`src/rtl/reg_dump_unit.sv`:
```
// reg_dump_unit
//   Streams the contents of a register file out over a valid/ready channel.
//   On START the unit walks the file two registers at a time: it drives the
//   even register number on RF_OUT1ADDRESS and the odd one on RF_OUT2ADDRESS,
//   waits SETTLE_CYCLES edges for the file's read data to settle, captures
//   both read ports, then offers the even value followed by the odd value.
//
// Ports
//   CLK, RESET          clock (rising edge), async active-low reset
//   START, ABORT        begin a dump (IDLE only) / synchronous cancel
//   RF_OUT1ADDRESS/2    read addresses to the register file (even/odd)
//   RF_OUT1/RF_OUT2     read data from the register file
//   DVALID/DREADY       output beat handshake
//   DOUT, DADDR         beat payload: register value and register number
//   BUSY, DONE          dump in progress / one-cycle completion pulse
module reg_dump_unit #(
  parameter int NUM_REGS      = 8,  // even, 2..8
  parameter int SETTLE_CYCLES = 1   // >= 1
) (
  input  logic       CLK,
  input  logic       RESET,
  input  logic       START,
  input  logic       ABORT,
  output logic [2:0] RF_OUT1ADDRESS,
  output logic [2:0] RF_OUT2ADDRESS,
  input  logic [7:0] RF_OUT1,
  input  logic [7:0] RF_OUT2,
  output logic       DVALID,
  input  logic       DREADY,
  output logic [7:0] DOUT,
  output logic [2:0] DADDR,
  output logic       BUSY,
  output logic       DONE
);

  localparam int             CW        = $clog2(SETTLE_CYCLES + 1);
  localparam logic [CW-1:0]  SETTLE_LD = CW'(SETTLE_CYCLES);
  localparam logic [1:0]     LAST_PAIR = 2'(NUM_REGS / 2 - 1);

  typedef enum logic [2:0] {IDLE, SETTLE, SEND_A, SEND_B, FIN} state_t;

  state_t        state;
  logic [1:0]    pair;
  logic [CW-1:0] cnt;
  logic [7:0]    buf_b;  // odd register of the pair, held while the even beat drains

  always_ff @(posedge CLK or negedge RESET) begin
    if (!RESET) begin
      state          <= IDLE;
      pair           <= '0;
      cnt            <= '0;
      buf_b          <= '0;
      RF_OUT1ADDRESS <= '0;
      RF_OUT2ADDRESS <= '0;
      DVALID         <= 1'b0;
      DOUT           <= '0;
      DADDR          <= '0;
      BUSY           <= 1'b0;
      DONE           <= 1'b0;
    end else if (ABORT) begin
      // Any beat offered at this edge is dropped, not transferred.
      state          <= IDLE;
      pair           <= '0;
      cnt            <= '0;
      RF_OUT1ADDRESS <= '0;
      RF_OUT2ADDRESS <= '0;
      DVALID         <= 1'b0;
      BUSY           <= 1'b0;
      DONE           <= 1'b0;
    end else begin
      case (state)
        IDLE: begin
          if (START) begin
            RF_OUT1ADDRESS <= 3'd0;
            RF_OUT2ADDRESS <= 3'd1;
            pair           <= '0;
            cnt            <= SETTLE_LD;
            BUSY           <= 1'b1;
            state          <= SETTLE;
          end
        end
        SETTLE: begin
          cnt <= cnt - CW'(1);
          if (cnt == CW'(1)) begin
            // Capture both ports on the same edge; DOUT doubles as buffer A.
            buf_b  <= RF_OUT2;
            DOUT   <= RF_OUT1;
            DADDR  <= RF_OUT1ADDRESS;
            DVALID <= 1'b1;
            state  <= SEND_A;
          end
        end
        SEND_A: begin
          if (DREADY) begin
            DOUT  <= buf_b;
            DADDR <= RF_OUT2ADDRESS;
            state <= SEND_B;
          end
        end
        SEND_B: begin
          if (DREADY) begin
            DVALID <= 1'b0;
            if (pair == LAST_PAIR) begin
              DONE  <= 1'b1;
              state <= FIN;
            end else begin
              // Addresses move only here, so they are stable through the
              // whole settle window of the next pair.
              pair           <= pair + 2'd1;
              RF_OUT1ADDRESS <= RF_OUT1ADDRESS + 3'd2;
              RF_OUT2ADDRESS <= RF_OUT2ADDRESS + 3'd2;
              cnt            <= SETTLE_LD;
              state          <= SETTLE;
            end
          end
        end
        FIN: begin
          DONE  <= 1'b0;
          BUSY  <= 1'b0;
          state <= IDLE;
        end
        default: state <= IDLE;
      endcase
    end
  end

endmodule

```
`config.mk`:
```
export PLATFORM = sky130hd
export DESIGN_NAME = reg_dump_unit
export DESIGN_NICKNAME = d
export VERILOG_FILES = /design/src/rtl/reg_dump_unit.sv
export SDC_FILE = /design/constraint.sdc
export NUM_CORES = 1
export LEC_CHECK = 0
export BUFFER_PORTS_ARGS = -buffer_cell sky130_fd_sc_hd__clkbuf_2
export CAP_MARGIN = 20
export CORE_MARGIN = 4
export CORE_UTILIZATION = 55
export DETAILED_ROUTE_END_ITERATION = 6
export HOLD_SLACK_MARGIN = 0.05
export PLACE_DENSITY_LB_ADDON = 0.05
export SLEW_MARGIN = 40
export SYNTH_ARGS = -nofsm -noshare
export SYNTH_HDL_FRONTEND = slang
export SYNTH_SLANG_ARGS = --single-unit
```
`constraint.sdc`:
```
create_clock -name CLK -period 3 [get_ports CLK]
set_input_delay 0 -clock CLK [delete_from_list [all_inputs] [get_ports CLK]]
set_output_delay 0 -clock CLK [all_outputs]
set_load 0.01 [all_outputs]
```
# Yosys cells after proc, flatten, opt, wreduce, memory -nomap -nowiden
# Cells that the tools add are included.
# word_totals
ff_bits,34
out_inout_bits,20
# classes
addsub,4
n_eq_ne,13
muxes,42
bitwise_logic,1
n_reduce_logical,15
# op_table
cell,count
$mux W3,15
$ne A3 B3 Y1 const B,6
$pmux W3 S2,3
$mux W8,2
$pmux W8 S2,1
$reduce_and A4 Y1,4
$pmux W3 S4,1
$reduce_bool A3 Y1,4
$mux W1,11
$reduce_and A3 Y1,3
$mux W2,4
$add A3 B2 Y3 const B,2
$eq A3 B2 Y1 const B,2
$pmux W1 S2,3
$ne A2 B2 Y1 const B,2
$pmux W2 S2,1
$reduce_bool A4 Y1,1
$eq A3 B1 Y1 const B,1
$eq A3 B3 Y1 const B,1
$logic_not A3 Y1,1
$pmux W1 S3,1
$add A2 B1 Y2 const B,1
$eq A2 B2 Y1 const B,1
$reduce_and A2 Y1,1
other kinds (3),3

# Longest topological paths before layout
# Gate-level depths: netlist of the first run.
# depth
word_depth,5
ltp_mapped,5
mapped_depth_nobuf,4

# Worst setup path before layout of the first run
# OpenSTA, ideal clock, no wires.
# synth_timing
kind,flip-flop to flip-flop
startpoint,register state[0]
endpoint,register DADDR[1]
t_arrival_ns,1.432
required_ns,2.875
setup_slack_ns,1.443
stages_incl_launch_ff,5
path_buffers,1
synth_period_minus_slack_ns,1.557
cell_sequence,dfrtp_1 -> nor3b_1 -> buf_4 -> mux2_2 -> mux2_2
# synth_via
elab_chain_cells,3
elab_cells_between_ends,7
cone_classes,4 x eq/ne; 1 x mux; 2 x reduce/logical
# synth_lines
element,line_no,source
start: declaration,42,state_t state;
start signal: assignment,49,state <= IDLE;
start signal: assignment,62,state <= IDLE;
start signal: assignment,79,state <= SETTLE;
$eq A3 B1 Y1 or $eq A3 B2 Y1 (tied branches),71,case (state)
$ne A2 B2 Y1 (no line) or $reduce_bool A2 Y1 (tied branches),--,
$reduce_and A4 Y1 (no line),--,
end signal: assignment,57,DADDR <= '0;
end signal: assignment,88,DADDR <= RF_OUT1ADDRESS;
end signal: assignment,96,DADDR <= RF_OUT2ADDRESS;
end: declaration,31,"output logic [2:0] DADDR,"
# Parallel ways exist; a longest one is shown, timed or not.
# A chain may end at the register's enable or synchronous reset.

# Final worst setup path of the first run
# layout_timing
startpoint,register state[0]
endpoint,register DOUT[3]
# layout_via
elab_chain_cells,3
elab_cells_between_ends,7
cone_classes,4 x eq/ne; 1 x mux; 2 x reduce/logical
# layout_lines
element,line_no,source
$eq A3 B1 Y1 or $eq A3 B2 Y1 (tied branches),71,
$ne A2 B2 Y1 (no line) or $reduce_bool A2 Y1 (tied branches),--,
$reduce_and A4 Y1 (no line),--,
end signal: assignment,95,DOUT <= buf_b;
end: declaration,30,"output logic [7:0] DOUT,"
# Parallel ways exist; a longest one is shown, timed or not.

==> metrics.md, run 1 <==
| Metric | Value |
|---|---|
| Status | finished clean |
| Core area | 2781 um2 |
| Top FF cell, synth | dfrtp_1 |
| DRT iter0 DRCs | 34 |
| CP endpoint kind | flip-flop |
| H-tree lvl count | 2 |
| CP max FO | 15 |
| Avg Cell Area, Syn | 12.69 um2 |
| Vias in the first global route | 1,280 |
| CTS Hold Bufs | 19 |
| Die W | roughly 62 um |
| Hold Crit Start | RF_OUT1[3] |
| Most instantiated cells after synthesis | dfrtp_1, mux2_2, inv_1 |
| Placer Congestion | between 0.7 and 0.8 |
| Post-Syn Nets | between 150 and 200 |
| CP cell instances | nand3b_1 > a21boi_2 > mux2_2 |
| Setup violators final | 0 |
| Worst EP required | 3210 ps |
| Largest cells by area after synthesis | dfrtp_1, mux2_2, mux2i_1 |
| Nets | 210 |
| Ports | 41 |
| Clock power share | 0.209 |
| Util after Layout | 0.7418 |
| Psw | 0.3459 mW |
| GR Util All Layers | 0.1901 |
| CTS Buf Count | 5 |
| Slowest Stage Delay on Critical Path | 620 ps |
| Sw frac | 0.2872 |
| Reg-to-Reg End | DOUT[3] |
| Post-route DRC | 0 |
| Critical-path cell with the highest stage delay | a21boi_2 |
| Fmax | 504.9 MHz |
| Post-cts sizing count | 0 |
| Setup TNS | 0 ps |
| Clock Tree Buf Depth | 2 |
| Synthesized cell area | between 1500 and 2000 um2 |
| Slew @ Worst Pin | about 690 ps |
| Buf+Inv Stages, Crit Path | 0 |
| Final hold violation count | 0 |
| Initial antenna violation count | 0 |
| VDD IR max | 0.5018 mV |
| RSZ-0062 raised after global routing | no |
| Hold Crit Class | in2reg |
| Post-synthesis register bit count | 33 |
| R2r startpoint | state[0] |
| Depth of the worst hold-timing path | 3 |
| R2R Setup Slk | between 1000 and 1500 ps |
| Share of layout cells above drive strength 1 | 0.4278 |
| Num rows | 19 |
| Post-route worst setup slack | 1019 ps |
| ANT cells | 0 |
| Final Max Tran Viols | 0 |
| Pint | approximately 0.86 mW |
| Lkg Pwr | 0.9637 nW |
| Seq/Total Area, Yosys | 0.5085 |
| PortBufs | 39 |
| Post-layout minimum cycle time | around 2000 ps |
| Maxcap violations | 0 |
| Post-Route WL | 3222 um |
| Combinational power share | 0.263 |
| Count of warnings emitted by yosys | 0 |
| Pwr Density | 583.7 nW/um2 |
| CTS tree | built |
| Detailed Place HPWL | 2178 um |
| Asr flop ratio synth | 1.000 |
| Fin crit share | 0.6603 |
| CP delay by family, top | compound AO/OA/AOI/OAI gates |
| Root buffer cell | clkbuf_4 |
| Top-area cell type share of the netlist area | 0.5085 |
| CTS clk-pin slew, worst paths | 90 ps |
| Seq pwr share | 0.528 |
| First drt pass iteration count | 4 |
| Synthesized instance count | 128 |
| DR WL/cell | 14.78 um |
| Reg2Reg Depth | 3 |
| Count leader, synth | dfrtp_1 |
| Post-place setup slack | ~1000 ps |
| CP Launch Type | flip-flop |
| Worst skew pair latency | around 330 ps |
| Die Y | 62.34 um |
| Clk_skew | 9.575 ps |
| WHS Endpoint | DOUT[3] |
| Largest net degree at the start of global routing | 34 |
| Die ar. | 3886 um2 |
| Cell variety after synth | 32 |
| EDFF count, synth | 0 |
| GR Overflow Total | 0 |
| Critical path class | reg2reg |
| Post-synth top area cell | dfrtp_1 |
| Slew HR | 0.5351 |
| Final ANT Viol Nets | 0 |
| First-pass GRT wire length | 5906 um |
| Layout area overhead | 27.04% |
| Initial cell density of the core | 0.5839 |
| CTS sink count | 33 |
| Vias | 1,181 |
| Via density | 5.417 |
| Pwr Total | 1.204 mW |
| Crit path DAT | 2190 ps |
| Postcts setup bufs | 0 |
==> worst min-delay path: cells and delay by family <==
kind / cells / cell delay [ps]
muxes: 2 / 280
buffers and inverters: 1 / 70
==> worst max-delay path by stage <==
stage / from / to / cells past startpoint
floorplan: state[0] / DADDR[1] / 4
global placement: state[0] / DOUT[3] / 3
detailed placement: state[0] / DOUT[3] / 3
CTS: state[0] / DOUT[3] / 3
global route: state[0] / DOUT[3] / 3
finish: state[0] / DOUT[3] / 3
==> layer usage <==
metal / wire, um / track usage / part of all wire
met5: 0 / 0 / 0
met4: 25 / 0.06366 / 0.0078
met3: 157 / 0.05586 / 0.049
met2: 1616 / 0.3109 / 0.50
met1: 1423 / 0.2403 / 0.44
==> flip-flops by register name, indices dropped and copies added (netlist names) <==
name and flops:
RF_OUT2ADDRESS 3, RF_OUT1ADDRESS 2, DADDR 3, pair 2
state 3, BUSY 1, cnt 1, DVALID 1
DONE 1, DOUT 8, buf_b 8
==> cells by family after synthesis <==
group                      count (synthesis)  share of synthesized area
AOI/OAI and AO/OA                         19                    0.09322
adders and majority gates                  2                    0.01541
buffers and inverters                     15                    0.05239
DFF                                       33                     0.5085
muxes                                     33                     0.2242
other                                      1                   0.002309
and+or+nand+nor                           25                     0.1040
==> layout make-up <==
cell class                 instances  area [um2]
clock buffer                       7       55.05
inverter                           8       30.03
multi-input combinational         80       718.2
timing repair buffer              59       395.4
sequential                        33       825.8
fill                             193       718.2
tap                               31       38.79
==> placed cells by master (no fill, tap or decap), drive strengths merged, types with 2 or more instances in the layout <==
cell type	Yosys	layout
a211oi	2	2
a21oi	4	4
and3	2	2
buf	7	2
clkbuf	0	45
dfrtp	33	33
dlygate4sd3	0	19
ha	2	2
inv	8	8
mux2	27	27
mux2i	6	6
nand2	3	3
nand3b	5	5
nand4	2	2
nor2	5	5
nor3	2	2
o211ai	2	2
o21a	2	2
o21ai	4	4
==> per-stage QoR <==
step / area [um2] / cells / hold slack [ps]
6_report: 2063 / 218 / 69.71
5_1_grt: 2063 / 218 / 57.28
4_1_cts: 2061 / 218 / 52.92
3_5_place_dp: 1815 / 192 / 129.2
3_3_place_gp: 1815 / 192 / 125.6
2_1_floorplan: 1624 / 128 / -295.6
==> power groups by stage <==
stage	Sequential (mW)	Clock, mW	Combinational [mW]
2_1_floorplan	0.657	0	0.169
3_3_place_gp	0.638	0	0.294
3_5_place_dp	0.646	0	0.303
4_1_cts	0.638	0.264	0.322
5_1_grt	0.657	0.289	0.352
6_report	0.636	0.251	0.317
Power figures use the tool's default switching activity.
==> run 2, diff against run 1 <==
Settings changed: CORE_UTILIZATION 55 to 47.
Clock period 3 ns to 1.7 ns, I/O delays scaled along.
==> run 2 against run 1 <==
Via count is 4.3% higher. Clock skew is 4.1 ps higher. Sequential share of layout area is 2.5 points lower. Hold slack worse by 2.1 ps. Combinational power is 93% higher. Total power is 81% higher. Count of clock-buffer cells in the layout is 1 lower. Setup slack worse by 920 ps. Critical path depth is 2 higher. Maximum frequency is 24% higher.
==> metrics.md, run 2 (synthesized netlist as in run 1, its figures left out) <==
| Metric | Value |
|---|---|
| Vias in the first global route | 1,281 (+0.078%) |
| Slowest Stage Delay on Critical Path | 510 ps (-110 ps) |
| Core area | 3337 um2 (+20%) |
| DR WL/cell | 14.37 um (-2.8%) |
| Placed Cells | 215 (+12%) |
| Post-place setup slack | 122.1 ps (-925.7 ps) |
| Final hold slack | 67.59 ps (-2.117 ps) |
| Hold Crit Class | in2async |
| Util after Layout | 0.6603 (-0.08150) |
| Largest registers | DOUT x8, buf_b x8 |
| CP endpoint kind | flip-flop |
| Crit-path most repeated cell | buf_6 |
| Nets | 222 (+5.7%) |
| RSZ-0062 raised after global routing | no |
| Most frequent cells in the layout | clkbuf_2, dfrtp_1, mux2_2 |
| Placer Congestion | 0.8489 (+11%) |
| GR Overflow Total | 0 (unchanged) |
| Fin crit share | 0.9432 (+0.2830) |
| Status | finished clean |
| CTS clk-pin slew, worst paths | 110 ps (+20 ps) |
| Post-route DRC | 0 (unchanged) |
| Num rows | 21 (+2) |
| Commonest non-fill, non-tap cell in the layout | clkbuf_2 |
| Setup TNS | 0 ps (unchanged) |
| Reg area | 825.8 um2 (unchanged) |
| Die W | 66.79 um (+7.1%) |
| Vias | 1,232 (+4.3%) |
| Die Y | 66.79 um (+7.1%) |
| Crit path DAT | 1870 ps (-320 ps) |
| Post-route cell area | 2203 um2 (+6.8%) |
| Initial cell density of the core | 0.4867 (-0.09721) |
| Clock Tree Buf Depth | 2 (unchanged) |
| PortBufs | 39 (unchanged) |
| Fmax | 623.6 MHz (+24%) |
| Placed instance area | 1894 um2 (+4.3%) |
| Worst skew pair latency | 340 ps (about the same) |
| Initial antenna violation count | 0 (unchanged) |
| Post-Route WL | 3521 um (+9.3%) |
| GR Util All Layers | 0.1773 (-0.01283) |
| CP Launch Type | flip-flop |
| Final ANT Viol Nets | 0 (unchanged) |
| Worst EP required | 1960 ps (-1250 ps) |
| Layout area overhead | 35.67% |
| Largest net degree at the start of global routing | 34 (unchanged) |
| Share of layout cells above drive strength 1 | 0.4623 (+0.03450) |
| Clk_skew | 13.71 ps (+4.139 ps) |
| Footprint of the multi-input gates | 718.2 um2 (unchanged) |
| Post-route worst setup slack | 96.50 ps (-922.7 ps) |
| CP cell instances | buf_6 > or4b_4 > o311ai_4 > buf_6 > mux2i_1 |
| Filler cells | 281 (+46%) |
| ANT cells | 0 (unchanged) |
| Critical path class | reg2reg |
| Ports | 41 (unchanged) |
| Post-Layout Cell Count | 245 (+12%) |
| Die ar. | 4460 um2 (+15%) |
| H-tree lvl count | 2 (unchanged) |
| Final Max Tran Viols | 0 (unchanged) |
| CTS Buf Count | 5 (unchanged) |
| Pwr Total | 2.180 mW (+81%) |
| CTS tree | built |
| First drt pass iteration count | 4 (unchanged) |
| Post-layout minimum cycle time | 1603 ps (-377.3 ps) |
| VDD IR max | 0.6094 mV (+21%) |
| Setup violators final | 0 (unchanged) |
| Final hold violation count | 0 (unchanged) |
| CTS sink count | 33 (unchanged) |
| Detailed Place HPWL | 2479 um (+14%) |
| Pwr Density | 989.5 nW/um2 (+70%) |
| Via density | 5.029 (-7.2%) |
| Root buffer cell | clkbuf_4 |
| Lkg Pwr | 1.034 nW (+7.3%) |
| Maxcap violations | 0 (unchanged) |
| Critical-path cell with the highest stage delay | or4b_4 |
| First-pass GRT wire length | 5844 um (-1.0%) |
| DRT iter0 DRCs | 57 (+68%) |
| CP max FO | 7 (-8) |
==> run 2: cell count changes in the layout (fill, tap and decap cells not counted), sizes merged <==
cell | before | now
clkinvlp | 0 | 1
clkbuf | 45 | 44
buf | 2 | 13
dlygate4sd3 | 19 | 20
==> run 2: critical path: cells and delay by family, from the launching register on <==
kind / cells / cell delay [ps]
compound gates: 1 / 100
buf+inv: 2 / 320
simple gates: 1 / 510
flops: 1 / 430
mux: 1 / 170
==> run 2: layer usage <==
metal / global-route usage / routed length (um) / up-vias
li1: - / - / 596
met1: 0.2288 / 1575 / 601
met2: 0.2859 / 1730 / 27
met3: 0.04216 / 151 / 8
met4: 0.06853 / 63 / 0
met5: 0 / 0 / -
==> run 2: path summary, 6_finish.rpt <==
path / depth (start not counted) / to / startpoint / slack [ps]
worst max-delay path: 5 / pair[1] / state[0] / 100
worst min-delay path: 2 / DOUT[2] / RESET / 70
worst max register to register: 5 / pair[1] / state[0] / 100
worst min register to register: 1 / buf_b[4] / buf_b[4] / 510
max in group asynchronous: 3 / buf_b[3] / RESET / 1220
min in group CLK: 3 / buf_b[4] / RF_OUT2[4] / 430
==> run 2: repair_timing <==
item | CTS | global route
setup endpoints to repair | 0 | 1
hold endpoints to repair | 55 | 0
hold buffers | 20 | 0
setup buffers | 0 | 2
gates resized for setup | 0 | 2
==> run 2: final cells by class <==
type                            instances  share of cell area
Clock buffer                            6             0.02328
Clock inverter                          1            0.003407
Inverter                                8             0.01363
Multi-Input combinational cell         80              0.3260
Sequential cell                        33              0.3748
Tap cell                               46             0.02612
Timing Repair Buffer                   71              0.2328
==> run 2: where the power goes <==
| part | total (mW) | internal (mW) | switching [mW] |
|---|---|---|---|
| Combinational | 0.611 | 0.351 | 0.260 |
| Clock | 0.457 | 0.193 | 0.264 |
| Sequential | 1.11 | 0.997 | 0.115 |
==> run 3, diff against run 2 <==
Settings changed: ABC_AREA set to 0, CORE_UTILIZATION 47 to 52.
Clock period 1.7 ns to 1.8 ns, I/O delays scaled along.
==> run 3 against run 2 <==
Clock power decreased by 22%. Maximum frequency decreased by 4.3%. Cell area decreased by 3.8%. Register-to-register slack improved by 30 ps. First-iteration DRC count decreased by 21%. Total power decreased by 10%. Critical endpoint unchanged. Count of clock-buffer cells in the layout decreased by 1. Via count decreased by 0.24%. Hold slack improved by 190 ps.
==> metrics.md, run 3 (synthesized netlist as in run 1, its figures left out) <==
| Metric | Value |
|---|---|
| Hold Crit Class | in2async |
| CP endpoint kind | flip-flop |
| Pwr Density | 921.2 nW/um2 (-6.9%) |
| Nets | 217 (-2.3%) |
| Final ANT Viol Nets | 0 (unchanged) |
| Root buffer cell | clkbuf_4 |
| Vias in the first global route | 1,298 (+1.3%) |
| Post-cts sizing count | 0 (unchanged) |
| Final Max Tran Viols | 0 (unchanged) |
| Postcts setup bufs | 0 (unchanged) |
| CTS Buf Count | 5 (unchanged) |
| Status | finished clean |
| Vias | 1,229 (-0.24%) |
| CP max FO | 6 (-1) |
| Worst EP required | 2050 ps (+90 ps) |
| DR WL/cell | 13.24 um (-7.9%) |
| Placer Congestion | 0.7905 (-6.9%) |
| Post-route DRC | 0 (unchanged) |
| DRT iter0 DRCs | 45 (-21%) |
| RSZ-0062 raised after global routing | no |
| First drt pass iteration count | 4 (unchanged) |
| CTS sink count | 33 (unchanged) |
| Fmax | 596.7 MHz (-4.3%) |
| Layout area overhead | 30.51% |
| CTS tree | built |
| Clk_skew | 9.021 ps (-4.693 ps) |
| Share of layout cells above drive strength 1 | 0.4456 (-0.01672) |
| Worst skew pair latency | 320 ps (-20 ps) |
| Clock Tree Buf Depth | 2 (unchanged) |
| Placed Cells | 211 (-1.9%) |
| CTS Hold Bufs | 20 (unchanged) |
| Num rows | 20 (-4.8%) |
| Die ar. | 4081 um2 (-8.5%) |
| Lkg Pwr | 0.9946 nW (-3.8%) |
| Crit path DAT | 1930 ps (+60 ps) |
| Die W | 63.89 um (-4.3%) |
| First-pass GRT wire length | 5775 um (-1.2%) |
| Largest registers | DOUT x8, buf_b x8 |
| VDD IR max | 0.5426 mV (-11%) |
| Post-Route WL | 3138 um (-11%) |
| Commonest non-fill, non-tap cell in the layout | clkbuf_2 |
| Slew @ Worst Pin | a little over 700 ps |
| Filler cells | 243 (-14%) |
| GR Overflow Total | 0 (unchanged) |
| Setup TNS | 0 ps (unchanged) |
| Die Y | 63.89 um (-4.3%) |
| Fin crit share | 0.9311 (-0.01213) |
| Pwr Total | 1.953 mW (-10%) |
| Post-layout minimum cycle time | 1676 ps (+72.50 ps) |
| H-tree lvl count | 2 (unchanged) |
| Ports | 41 (unchanged) |
| Most frequent cells in the layout | clkbuf_2, dfrtp_1, mux2_2 |
| Slew HR | 0.5236 |
| PortBufs | 39 (unchanged) |
| Critical path class | reg2reg |
| CP Launch Type | flip-flop |
| CTS clk-pin slew, worst paths | 90 ps (-20 ps) |
| Detailed Place HPWL | 2251 um (-9.2%) |
| ANT cells | 0 (unchanged) |
| Final hold violation count | 0 (unchanged) |
| Setup violators final | 0 (unchanged) |
| Via density | 5.186 (+3.1%) |
| Initial antenna violation count | 0 (unchanged) |
| Core area | 3028 um2 (-9.3%) |
| Post-place setup slack | 140.6 ps (+18.47 ps) |
| Maxcap violations | 0 (unchanged) |
| Post-route worst setup slack | 124.0 ps (+27.50 ps) |
| GR Util All Layers | 0.1821 (+0.004788) |
| Post-Layout Cell Count | 237 (-3.3%) |
| Initial cell density of the core | 0.5364 (+0.04967) |
| Largest net degree at the start of global routing | 34 (unchanged) |
-- run 3: changes by cell type in the layout (fill, tap and decap cells not counted) --
cell,change
buf_16,-1
buf_4,-2
buf_6,-2
clkbuf_8,-1
clkinv_2,+1
clkinvlp_4,-1
-- run 3: final cells by class --
cell class	count	area, um2	share of cell area
Tap cell	44	55.05	0.02597
Clock inverter	1	5.005	0.002361
Inverter	8	30.03	0.01417
Clock buffer	5	37.54	0.01771
Timing Repair Buffer	66	447.9	0.2113
Multi-Input combinational cell	80	718.2	0.3388
Sequential cell	33	825.8	0.3896
-- run 3: final timing paths --
path,startpoint,end,slack (ps),depth (start not counted)
worst max-delay path,state[2],pair[1],120,4
worst min-delay path,RESET,DOUT[6],260,2
worst max register to register,state[2],pair[1],120,4
worst min register to register,buf_b[4],buf_b[4],510,1
max in group asynchronous,RESET,RF_OUT2ADDRESS[0],1070,2
min in group CLK,RF_OUT2[6],buf_b[6],450,3
-- run 3: report_power, final --
part | total (mW) | internal, mW | switching [mW]
Combinational | 0.552 | 0.316 | 0.236
Sequential | 1.05 | 0.942 | 0.104
Clock | 0.355 | 0.135 | 0.220
-- run 3: routing by layer --
layer | vias to the layer above | part of all wire | GRT usage
li1 | 585 | - | -
met1 | 605 | 0.44 | 0.2212
met2 | 32 | 0.50 | 0.3006
met3 | 7 | 0.047 | 0.05448
met4 | 0 | 0.017 | 0.07278
met5 | - | 0 | 0
-- run 3: critical path: stages (launching register included) --
cell and delay [ps]:
dfrtp_1 470, buf_4 200, or4b_4 560, o311ai_4 150, mux2i_1 230
-- run 3: metrics by stage --
| stage | hold WS, ps | area [um2] | utilization |
|---|---|---|---|
| 3_5_place_dp | 136.5 | 1877 | 0.6198 |
| 5_1_grt | 312.1 | 2120 | 0.7000 |
| 4_1_cts | 312.9 | 2120 | 0.7000 |
| 6_report | 259.0 | 2120 | 0.7000 |
| 2_1_floorplan | -295.6 | 1624 | - |
| 3_3_place_gp | 116.7 | 1877 | 0.6198 |
